--- src/rtl/mmio_pkg.sv ---
// Shared constants for the MMIO port responder: default window base,
// register indices (Address[4:2]) and CTRL/STATUS bit positions.
package mmio_pkg;

  localparam logic [31:0] MMIO_BASE_ADDR = 32'hFFFF_0000;

  typedef enum logic [2:0] {
    REG_PORT_OUT = 3'd0,
    REG_PORT_IN  = 3'd1,
    REG_EDGE     = 3'd2,
    REG_CTRL     = 3'd3,
    REG_LOAD     = 3'd4,
    REG_COUNT    = 3'd5,
    REG_STATUS   = 3'd6,
    REG_RSVD     = 3'd7
  } reg_idx_e;

  localparam int CTRL_EN            = 0;
  localparam int CTRL_AUTO_RELOAD   = 1;
  localparam int CTRL_IRQ_MASK_TMR  = 2;
  localparam int CTRL_IRQ_MASK_EDGE = 3;

  localparam int STATUS_EXPIRED  = 0;
  localparam int STATUS_EDGE_ANY = 1;

endpackage

--- src/rtl/mmio_port_responder_if.sv ---
// Data-memory bus as seen by an MMIO target (processor side is the master).
interface mmio_port_responder_if;
  // No valid/ready: MemWrite commits at the rising edge when Hit; MemRead
  // qualifies ReadData combinationally in the same cycle; a target never stalls.
  logic [31:0] Address;
  logic [31:0] WriteData;
  logic        MemWrite;
  logic        MemRead;
  logic [31:0] ReadData;
  logic        Hit;

  modport master (output Address, WriteData, MemWrite, MemRead,
                  input  ReadData, Hit);
  modport slave  (input  Address, WriteData, MemWrite, MemRead,
                  output ReadData, Hit);
endinterface

--- src/rtl/mmio_input_sync.sv ---
// Synchronizer chain for an asynchronous input bus plus a previous-value
// register; emits the synced value and a per-bit change pulse.
module mmio_input_sync #(
  parameter int W      = 8,
  parameter int STAGES = 2
) (
  input  logic         clk,
  input  logic         reset,
  input  logic [W-1:0] async_in,
  output logic [W-1:0] sync_out,
  output logic [W-1:0] change
);

  logic [W-1:0] chain_q [STAGES];
  logic [W-1:0] chain_d [STAGES];
  logic [W-1:0] prev_q;
  logic [W-1:0] prev_d;

  always_comb begin
    chain_d[0] = async_in;
    for (int i = 1; i < STAGES; i++) chain_d[i] = chain_q[i-1];
    prev_d = chain_q[STAGES-1];
  end

  always_ff @(posedge clk or negedge reset) begin
    if (!reset) begin
      for (int i = 0; i < STAGES; i++) chain_q[i] <= '0;
      prev_q <= '0;
    end else begin
      for (int i = 0; i < STAGES; i++) chain_q[i] <= chain_d[i];
      prev_q <= prev_d;
    end
  end

  assign sync_out = chain_q[STAGES-1];
  assign change   = sync_out ^ prev_q;

endmodule

--- src/rtl/mmio_port_responder.sv ---
// MMIO responder: PortOut latch, synced PortIn with sticky edge flags and a
// down-counting timer. Define MMIO_IRQ_EN to add the IRQ output and CTRL mask bits.
module mmio_port_responder
  import mmio_pkg::*;
#(
  parameter logic [31:0] BASE_ADDR   = MMIO_BASE_ADDR,
  parameter int          IN_WIDTH    = 8,
  parameter int          SYNC_STAGES = 2
) (
  input  logic                clk,
  input  logic                reset,
  mmio_port_responder_if.slave bus,
  input  logic [IN_WIDTH-1:0] PortIn,
  output logic [31:0]         PortOut
`ifdef MMIO_IRQ_EN
  ,
  output logic                IRQ
`endif
);

`ifdef MMIO_IRQ_EN
  localparam int CTRL_W = 4;
`else
  localparam int CTRL_W = 2;
`endif

  logic                hit;
  logic                wr_en;
  reg_idx_e            idx;
  logic [IN_WIDTH-1:0] sync_in;
  logic [IN_WIDTH-1:0] change;
  logic                expire;
  logic [31:0]         rdata;
  logic                unused_addr;

  logic [31:0]         port_out_q, port_out_d;
  logic [IN_WIDTH-1:0] edge_q,     edge_d;
  logic [CTRL_W-1:0]   ctrl_q,     ctrl_d;
  logic [31:0]         load_q,     load_d;
  logic [31:0]         count_q,    count_d;
  logic                expired_q,  expired_d;
`ifdef MMIO_IRQ_EN
  logic                irq_q,      irq_d;
`endif

  mmio_input_sync #(.W(IN_WIDTH), .STAGES(SYNC_STAGES)) u_sync (
    .clk      (clk),
    .reset    (reset),
    .async_in (PortIn),
    .sync_out (sync_in),
    .change   (change)
  );

  assign hit         = (bus.Address[31:5] == BASE_ADDR[31:5]);
  assign idx         = reg_idx_e'(bus.Address[4:2]);
  assign wr_en       = bus.MemWrite && hit;
  assign unused_addr = ^bus.Address[1:0];

  always_comb begin
    port_out_d = port_out_q;
    edge_d     = edge_q;
    ctrl_d     = ctrl_q;
    load_d     = load_q;
    count_d    = count_q;
    expired_d  = expired_q;
    expire     = 1'b0;

    if (ctrl_q[CTRL_EN]) begin
      if (count_q != 32'd0) begin
        count_d = count_q - 32'd1;
      end else begin
        expire = 1'b1;
        if (ctrl_q[CTRL_AUTO_RELOAD]) count_d = load_q;
        else                          ctrl_d[CTRL_EN] = 1'b0;
      end
    end

    if (wr_en) begin
      case (idx)
        REG_PORT_OUT: port_out_d = bus.WriteData;
        REG_EDGE:     edge_d     = edge_q & ~bus.WriteData[IN_WIDTH-1:0];
        REG_CTRL:     ctrl_d     = bus.WriteData[CTRL_W-1:0];
        REG_LOAD: begin
          load_d  = bus.WriteData;
          count_d = bus.WriteData;
        end
        REG_STATUS:   if (bus.WriteData[STATUS_EXPIRED]) expired_d = 1'b0;
        default: ;
      endcase
    end

    // Hardware sets are applied last so they win over a same-cycle W1C.
    edge_d = edge_d | change;
    if (expire) expired_d = 1'b1;
  end

`ifdef MMIO_IRQ_EN
  assign irq_d = (expired_q & ctrl_q[CTRL_IRQ_MASK_TMR]) |
                 ((|edge_q) & ctrl_q[CTRL_IRQ_MASK_EDGE]);
`endif

  always_ff @(posedge clk or negedge reset) begin
    if (!reset) begin
      port_out_q <= '0;
      edge_q     <= '0;
      ctrl_q     <= '0;
      load_q     <= '0;
      count_q    <= '0;
      expired_q  <= 1'b0;
`ifdef MMIO_IRQ_EN
      irq_q      <= 1'b0;
`endif
    end else begin
      port_out_q <= port_out_d;
      edge_q     <= edge_d;
      ctrl_q     <= ctrl_d;
      load_q     <= load_d;
      count_q    <= count_d;
      expired_q  <= expired_d;
`ifdef MMIO_IRQ_EN
      irq_q      <= irq_d;
`endif
    end
  end

  always_comb begin
    rdata = 32'h0;
    if (bus.MemRead && hit) begin
      case (idx)
        REG_PORT_OUT: rdata = port_out_q;
        REG_PORT_IN:  rdata = 32'(sync_in);
        REG_EDGE:     rdata = 32'(edge_q);
        REG_CTRL:     rdata = 32'(ctrl_q);
        REG_LOAD:     rdata = load_q;
        REG_COUNT:    rdata = count_q;
        REG_STATUS:   rdata = 32'({|edge_q, expired_q});
        default:      rdata = 32'h0;
      endcase
    end
  end

  assign bus.ReadData = rdata;
  assign bus.Hit      = hit;
  assign PortOut      = port_out_q;
`ifdef MMIO_IRQ_EN
  assign IRQ          = irq_q;
`endif

endmodule

--- src/flat_wrapper.sv ---
// flat-port wrapper written by rule: the top's interface ports become plain ports
module mmio_port_responder_flat import mmio_pkg::*;
#(
  parameter logic [31:0] BASE_ADDR   = MMIO_BASE_ADDR,
  parameter int          IN_WIDTH    = 8,
  parameter int          SYNC_STAGES = 2
)
  (clk, reset, PortIn, PortOut, bus_Address, bus_WriteData, bus_MemWrite, bus_MemRead, bus_ReadData, bus_Hit);
  mmio_port_responder_if bus_i ();
  input  logic clk;
  input  logic reset;
  input  logic [IN_WIDTH-1:0] PortIn;
  output logic [31:0] PortOut;
  input wire logic [$bits(bus_i.Address)-1:0] bus_Address;
  input wire logic [$bits(bus_i.WriteData)-1:0] bus_WriteData;
  input wire logic [$bits(bus_i.MemWrite)-1:0] bus_MemWrite;
  input wire logic [$bits(bus_i.MemRead)-1:0] bus_MemRead;
  output wire logic [$bits(bus_i.ReadData)-1:0] bus_ReadData;
  output wire logic [$bits(bus_i.Hit)-1:0] bus_Hit;
  assign bus_i.Address = bus_Address;
  assign bus_i.WriteData = bus_WriteData;
  assign bus_i.MemWrite = bus_MemWrite;
  assign bus_i.MemRead = bus_MemRead;
  assign bus_ReadData = bus_i.ReadData;
  assign bus_Hit = bus_i.Hit;
  mmio_port_responder #(.BASE_ADDR(BASE_ADDR), .IN_WIDTH(IN_WIDTH), .SYNC_STAGES(SYNC_STAGES)) u_core (.clk(clk), .reset(reset), .bus(bus_i), .PortIn(PortIn), .PortOut(PortOut));
endmodule
--- config.mk ---
export PLATFORM = sky130hd
export DESIGN_NAME = mmio_port_responder_flat
export DESIGN_NICKNAME = d
export VERILOG_FILES = /design/src/rtl/mmio_pkg.sv /design/src/rtl/mmio_port_responder_if.sv /design/src/rtl/mmio_input_sync.sv /design/src/rtl/mmio_port_responder.sv /design/src/flat_wrapper.sv
export SDC_FILE = /design/constraint.sdc
export NUM_CORES = 1
export LEC_CHECK = 0
export ABC_CLOCK_PERIOD_IN_PS = 2400
export BUFFER_PORTS_ARGS = -buffer_cell sky130_fd_sc_hd__clkbuf_2
export CAP_MARGIN = 20
export CORE_MARGIN = 1.5
export CORE_UTILIZATION = 45
export DETAILED_ROUTE_END_ITERATION = 8
export HOLD_SLACK_MARGIN = 0.05
export PLACE_DENSITY = 0.68
export SETUP_SLACK_MARGIN = 0.3
export SYNTH_ARGS = -nofsm -noshare
export SYNTH_HDL_FRONTEND = slang
export SYNTH_SLANG_ARGS = --single-unit
--- constraint.sdc ---
create_clock -name clk -period 2.4 [get_ports clk]
set_clock_uncertainty 0.15 [all_clocks]
set_input_delay 0.36 -clock clk [delete_from_list [all_inputs] [get_ports clk]]
set_output_delay 0.36 -clock clk [all_outputs]
set_load 0.02 [all_outputs]
### Word-level counts from Yosys, hierarchy flattened

Cells that the tools add are included.

| word-level totals | value |
|---|---|
| flip-flop bits (word level) | 131 |
| input port bits | 76 |
| output and inout port bits | 65 |
| word-level logic and storage cells | 54 |

| cells by class | value |
|---|---|
| add/sub/neg operators | 1 |
| eq/ne operators | 7 |
| muxes and demuxes | 20 |
| bitwise gates (word level) | 4 |
| reductions and logical operators | 12 |

Operator list:

| cell | number |
|---|---|
| $pmux W32 S7 | 1 |
| $mux W32 | 6 |
| $reduce_bool A32 Y1 | 1 |
| $sub A32 B1 Y32 const B | 1 |
| $eq A27 B27 Y1 const B | 1 |
| $mux W8 | 2 |
| $mux W1 | 11 |
| $eq A3 B3 Y1 const B | 3 |
| $and A8 B8 Y8 | 1 |
| $not A8 Y8 | 1 |
| $or A8 B8 Y8 | 1 |
| $reduce_or A8 Y1 | 1 |
| $xor A8 B8 Y8 | 1 |
| $eq A3 B2 Y1 const B | 2 |
| $reduce_and A2 Y1 | 3 |
| $reduce_bool A2 Y1 | 3 |
| $eq A3 B1 Y1 const B | 1 |
| $logic_not A3 Y1 | 1 |
| $reduce_and A3 Y1 | 1 |
| $logic_and A1 B1 Y1 | 2 |

### Depth between registers and ports, before layout

| logic depth | value |
|---|---|
| word-level depth | 5 |
| depth in mapped cells | 9 |
| mapped depth without buffers | 8 |

### Hierarchy

From an unflattened synthesis, not the netlist that was laid out.

| second synthesis, totals | value |
|---|---|
| cells, all modules | 765 |
| area, all modules | 7088.0 um^2 |

Modules (own cells, without submodules):

| module | instances | cells each | area an instance (um^2) |
|---|---|---|---|
| mmio_port_responder | 1 | 733 | 6417.4 |
| mmio_input_sync | 1 | 32 | 670.6 |

### Worst setup path after synthesis

OpenSTA, ideal clock, no wires.

| timing path | value |
|---|---|
| kind | input -> output |
| from | input port bus_Address[9] |
| to | output port bus_ReadData[11] |
| arrival time | 2.385 ns |
| required time | 1.890 ns |
| path slack | -0.495 ns |
| stages | 8 |
| path buffers | 2 |
| path through | nor4b_1 > nand4_1 > nor3_2 > nand2_1 > or2_2 > clkbuf_1 > clkbuf_1 > nor2_1 |

| on the way | value |
|---|---|
| word-level cells in the longest chain between the ends | 3 |

RTL lines:

| item | RTL line | text |
|---|---|---|
| start: declaration | flat_wrapper.sv:14 | `input wire logic [$bits(bus_i.Address)-1:0] bus_Address;` |
| $eq A27 B27 Y1 | mmio_port_responder.sv:54 | `assign hit = (bus.Address[31:5] == BASE_ADDR[31:5]);` |
| named net bus_Hit | flat_wrapper.sv:19 | `output wire logic [$bits(bus_i.Hit)-1:0] bus_Hit;` |
| $logic_and A1 B1 Y1 | mmio_port_responder.sv:128 | `if (bus.MemRead && hit) begin` |
| $mux W32 | mmio_port_responder.sv:128 |  |
| end: declaration | flat_wrapper.sv:18 | `output wire logic [$bits(bus_i.ReadData)-1:0] bus_ReadData;` |

The timed path passes the listed nets, and every way through them passes these cells.

### Worst setup path in the final report

| timing path | value |
|---|---|
| from | input port bus_Address[6] |
| to | output port bus_ReadData[25] |

| on the way | value |
|---|---|
| word-level cells in the longest chain between the ends | 3 |

RTL lines:

| item | RTL line |
|---|---|
| $eq A27 B27 Y1 | mmio_port_responder.sv:54 |
| $logic_and A1 B1 Y1 | mmio_port_responder.sv:128 |
| $mux W32 | mmio_port_responder.sv:128 |

Every way passes these cells.

==> run metrics <==
port buffer count=138; hold_ws=0.0789 ns; number of flops mapped to enable cells by yosys=0; pin count of the biggest net entering global routing=53; CTS Sinks=131; violated checks=setup timing; post-route cell area=11700 um^2; Syn Inst Count=764; post-synthesis area per instance=9.48 um^2; Post-Route Utilization=73.7%; CP Launch Type=input port; setup tns final=-2.17 ns; Final HPWL DP=14700 um; first-pass GRT wire length=36800 um; Initial Util=45.7%; pre-CTS setup slack=-0.174 ns; Max Clk Rate=397 MHz; Iteration-0 DRC Markers=580; actual slew at the worst max-slew pin=0.493 ns; Post-DP Area=9250 um^2; Syn Nets=842; CP max FO=8; H-tree depth=4; Synth area leaders=dfrtp_1 (45%), mux2_2 (9.6%), nand2_1 (6.9%), a22oi_1 (4.1%), nor2_1 (3.4%); CTS tree=done; number of global-route vias before repair=7190; DRT Pass-1 Iters=6; Hold Crit Class=in -> reg; Slew headroom=66.8%; maxcap violations=0; Required @ worst endpoint=1.89 ns; Layout area overhead=61.2%; Final min period=2.52 ns; total power draw=5.53 mW; Final Non-Filler Cells=1270; final setup vio count=30; placed cells=1154; Net count, final=1120; final hold violations=0; DR WL/cell=19.5 um; layout cells sized above 1=47.6%; Main synth FF type=dfrtp_1; GPL Wtd Cong=0.941; CP arrival=2.01 ns; Worst-Skew Late Latency=0.43 ns; FFs w/ async S/R, synth=100%; Die Area=16900 um^2; Core Rows=46; Tcrit/Tclk final=105%; Max clock buf depth=2; Die W=130 um; die height=130 um; Yosys cell types=76; status=complete, but fails checks; unrepaired setup endpoints after global routing=true; part of the Yosys area used for sequential elements=45.3%; core area=15800 um^2; total track usage=28.5%; clock-pin slew on the worst setup and hold paths=0.06 ns; #FFs+latches synth=131; vias=7359; I/O pin count=141; grt total ovfl=0; vias per cell=5.79; Worst setup EP type=output pin; DRC=0; post-synthesis cell area=7240 um^2; CTS root buf=clkbuf_16; post-route ant nets=0; post-synth top area cell=dfrtp_1; Pwr Density=474 nW/um^2; ANT cells=0; Leakage Power=5.29 nW; final wirelength=24800 um; Final Max Slew Viols=0; share of the synthesized area in the top cell type=45.3%; CTS Buf Count=17; min setup slack post-route=-0.121 ns; CP Class=in -> out; initial antenna violation count=0; Worst IR Drop VDD=0.734 mV; Yosys warning count=0
-- placed cells by master, fill, tap and decap left out, types with 27 or more instances in the layout --
cell type	Yosys	layout
nor2_1	65	31
buf_6	6	39
nand2_1	134	130
mux2_2	62	27
dlygate4sd3_1	0	36
a22oi_1	40	37
nor2_4	0	32
clkbuf_2	1	102
mux2_4	0	35
buf_4	3	86
dfrtp_1	131	129
-- repair_timing --
item / 4_1_cts / 5_1_grt
endpoints found under the hold margin: 104 / 0
setup endpoints to repair: 85 / 107
pin swaps: 33 / 37
gates resized for setup: 122 / 108
gates cloned: 5 / 3
hold buffers: 36 / 0
buffers inserted: 18 / 23
-- Yosys cell counts (2+ instances only) --
library cell	count
nand2_1	134
o22a_1	6
ha_1	2
o21ai_0	40
xor2_1	3
a22oi_1	40
and3_1	7
nand3_1	24
buf_4	3
and3_2	2
nand2b_1	10
or2_2	4
o221ai_1	2
nor2b_1	3
or3_1	2
o31ai_1	5
clkbuf_1	30
nand4b_1	2
nand3b_1	2
o21a_1	2
a31oi_1	5
mux2i_1	12
a311oi_1	2
inv_1	10
nor3_1	12
nor3b_1	2
mux2_2	62
dfrtp_1	131
nor4_4	3
and2_1	2
a41oi_1	3
or4_1	3
mux4_2	2
nor4_1	17
xnor2_1	8
and4_1	2
nor2_1	65
nand4_1	13
o211ai_1	8
a21oi_1	23
buf_1	3
nor4b_1	2
o21ai_1	6
buf_2	8
buf_6	6
-- worst max-delay path: stages --
cell and delay, ns:
buf_6 0.10, nor4_4 0.29, nand4_1 0.21, nor3_4 0.23, nand2_2 0.08, or2_4 0.29
clkbuf_16 0.21, nor2_4 0.12, buf_8 0.11
-- sequential cells by signal, indices dropped and copies added, names as in the netlist --
| signal | cells |
|---|---|
| u_core.expired_q | 1 |
| u_core.u_sync.prev_q | 8 |
| u_core.edge_q | 8 |
| u_core.u_sync.sync_out | 8 |
| u_core.load_q | 32 |
| u_core.count_q | 32 |
| u_core.PortOut | 32 |
| u_core.ctrl_q | 2 |
| u_core.u_sync.chain_d | 8 |
-- final timing paths --
| path | from | end | slack (ns) | cells past startpoint |
|---|---|---|---|---|
| min in group asynchronous | reset | u_core.PortOut[26] | 0.29 | 2 |
| max in group asynchronous | reset | u_core.count_q[11] | 1.17 | 3 |
| setup reg to reg | u_core.count_q[24] | u_core.count_q[10] | -0.06 | 9 |
| hold / removal | bus_WriteData[5] | u_core.PortOut[5] | 0.08 | 2 |
| setup / recovery | bus_Address[6] | bus_ReadData[25] | -0.12 | 9 |
| hold reg to reg | u_core.u_sync.chain_d[0] | u_core.u_sync.sync_out[0] | 0.20 | 0 |
-- final cells by class --
cell class / instances / area [um^2]
fill: 1049 / 4160
sequential: 131 / 3280
clock buffer: 17 / 425
tap: 216 / 270
multi-input combinational: 571 / 4580
inverter: 10 / 37.5
timing repair buffer: 311 / 2840
clock inverter: 14 / 235
-- power by group --
| part | internal (mW) | leakage (nW) | switching [mW] |
|---|---|---|---|
| clock | 1.94 | 0.315 | 1.01 |
| sequential | 2.23 | 1.65 | 0.0122 |
| combinational | 0.161 | 3.33 | 0.182 |
-- per-layer routing --
layer	vias to the layer above	global-route usage [%]	wire length (um)
li1	3325	-	-
met1	3605	35.3	10000
met2	352	49.4	12600
met3	77	5.33	1410
met4	0	11.3	780
met5	-	0	0
-- cells by family (layout without fill, tap and decap cells) --
group,after synthesis,in the layout,synth area share [%]
mux,76,76,11.9
compound gates,158,158,14.5
fa+ha+maj,2,2,0.346
xor+xnor,11,11,1.33
buf+inv,63,352,4.39
simple gates,323,324,22.2
flops,131,131,45.3
No activity file was read; power rests on OpenSTA's default activity.
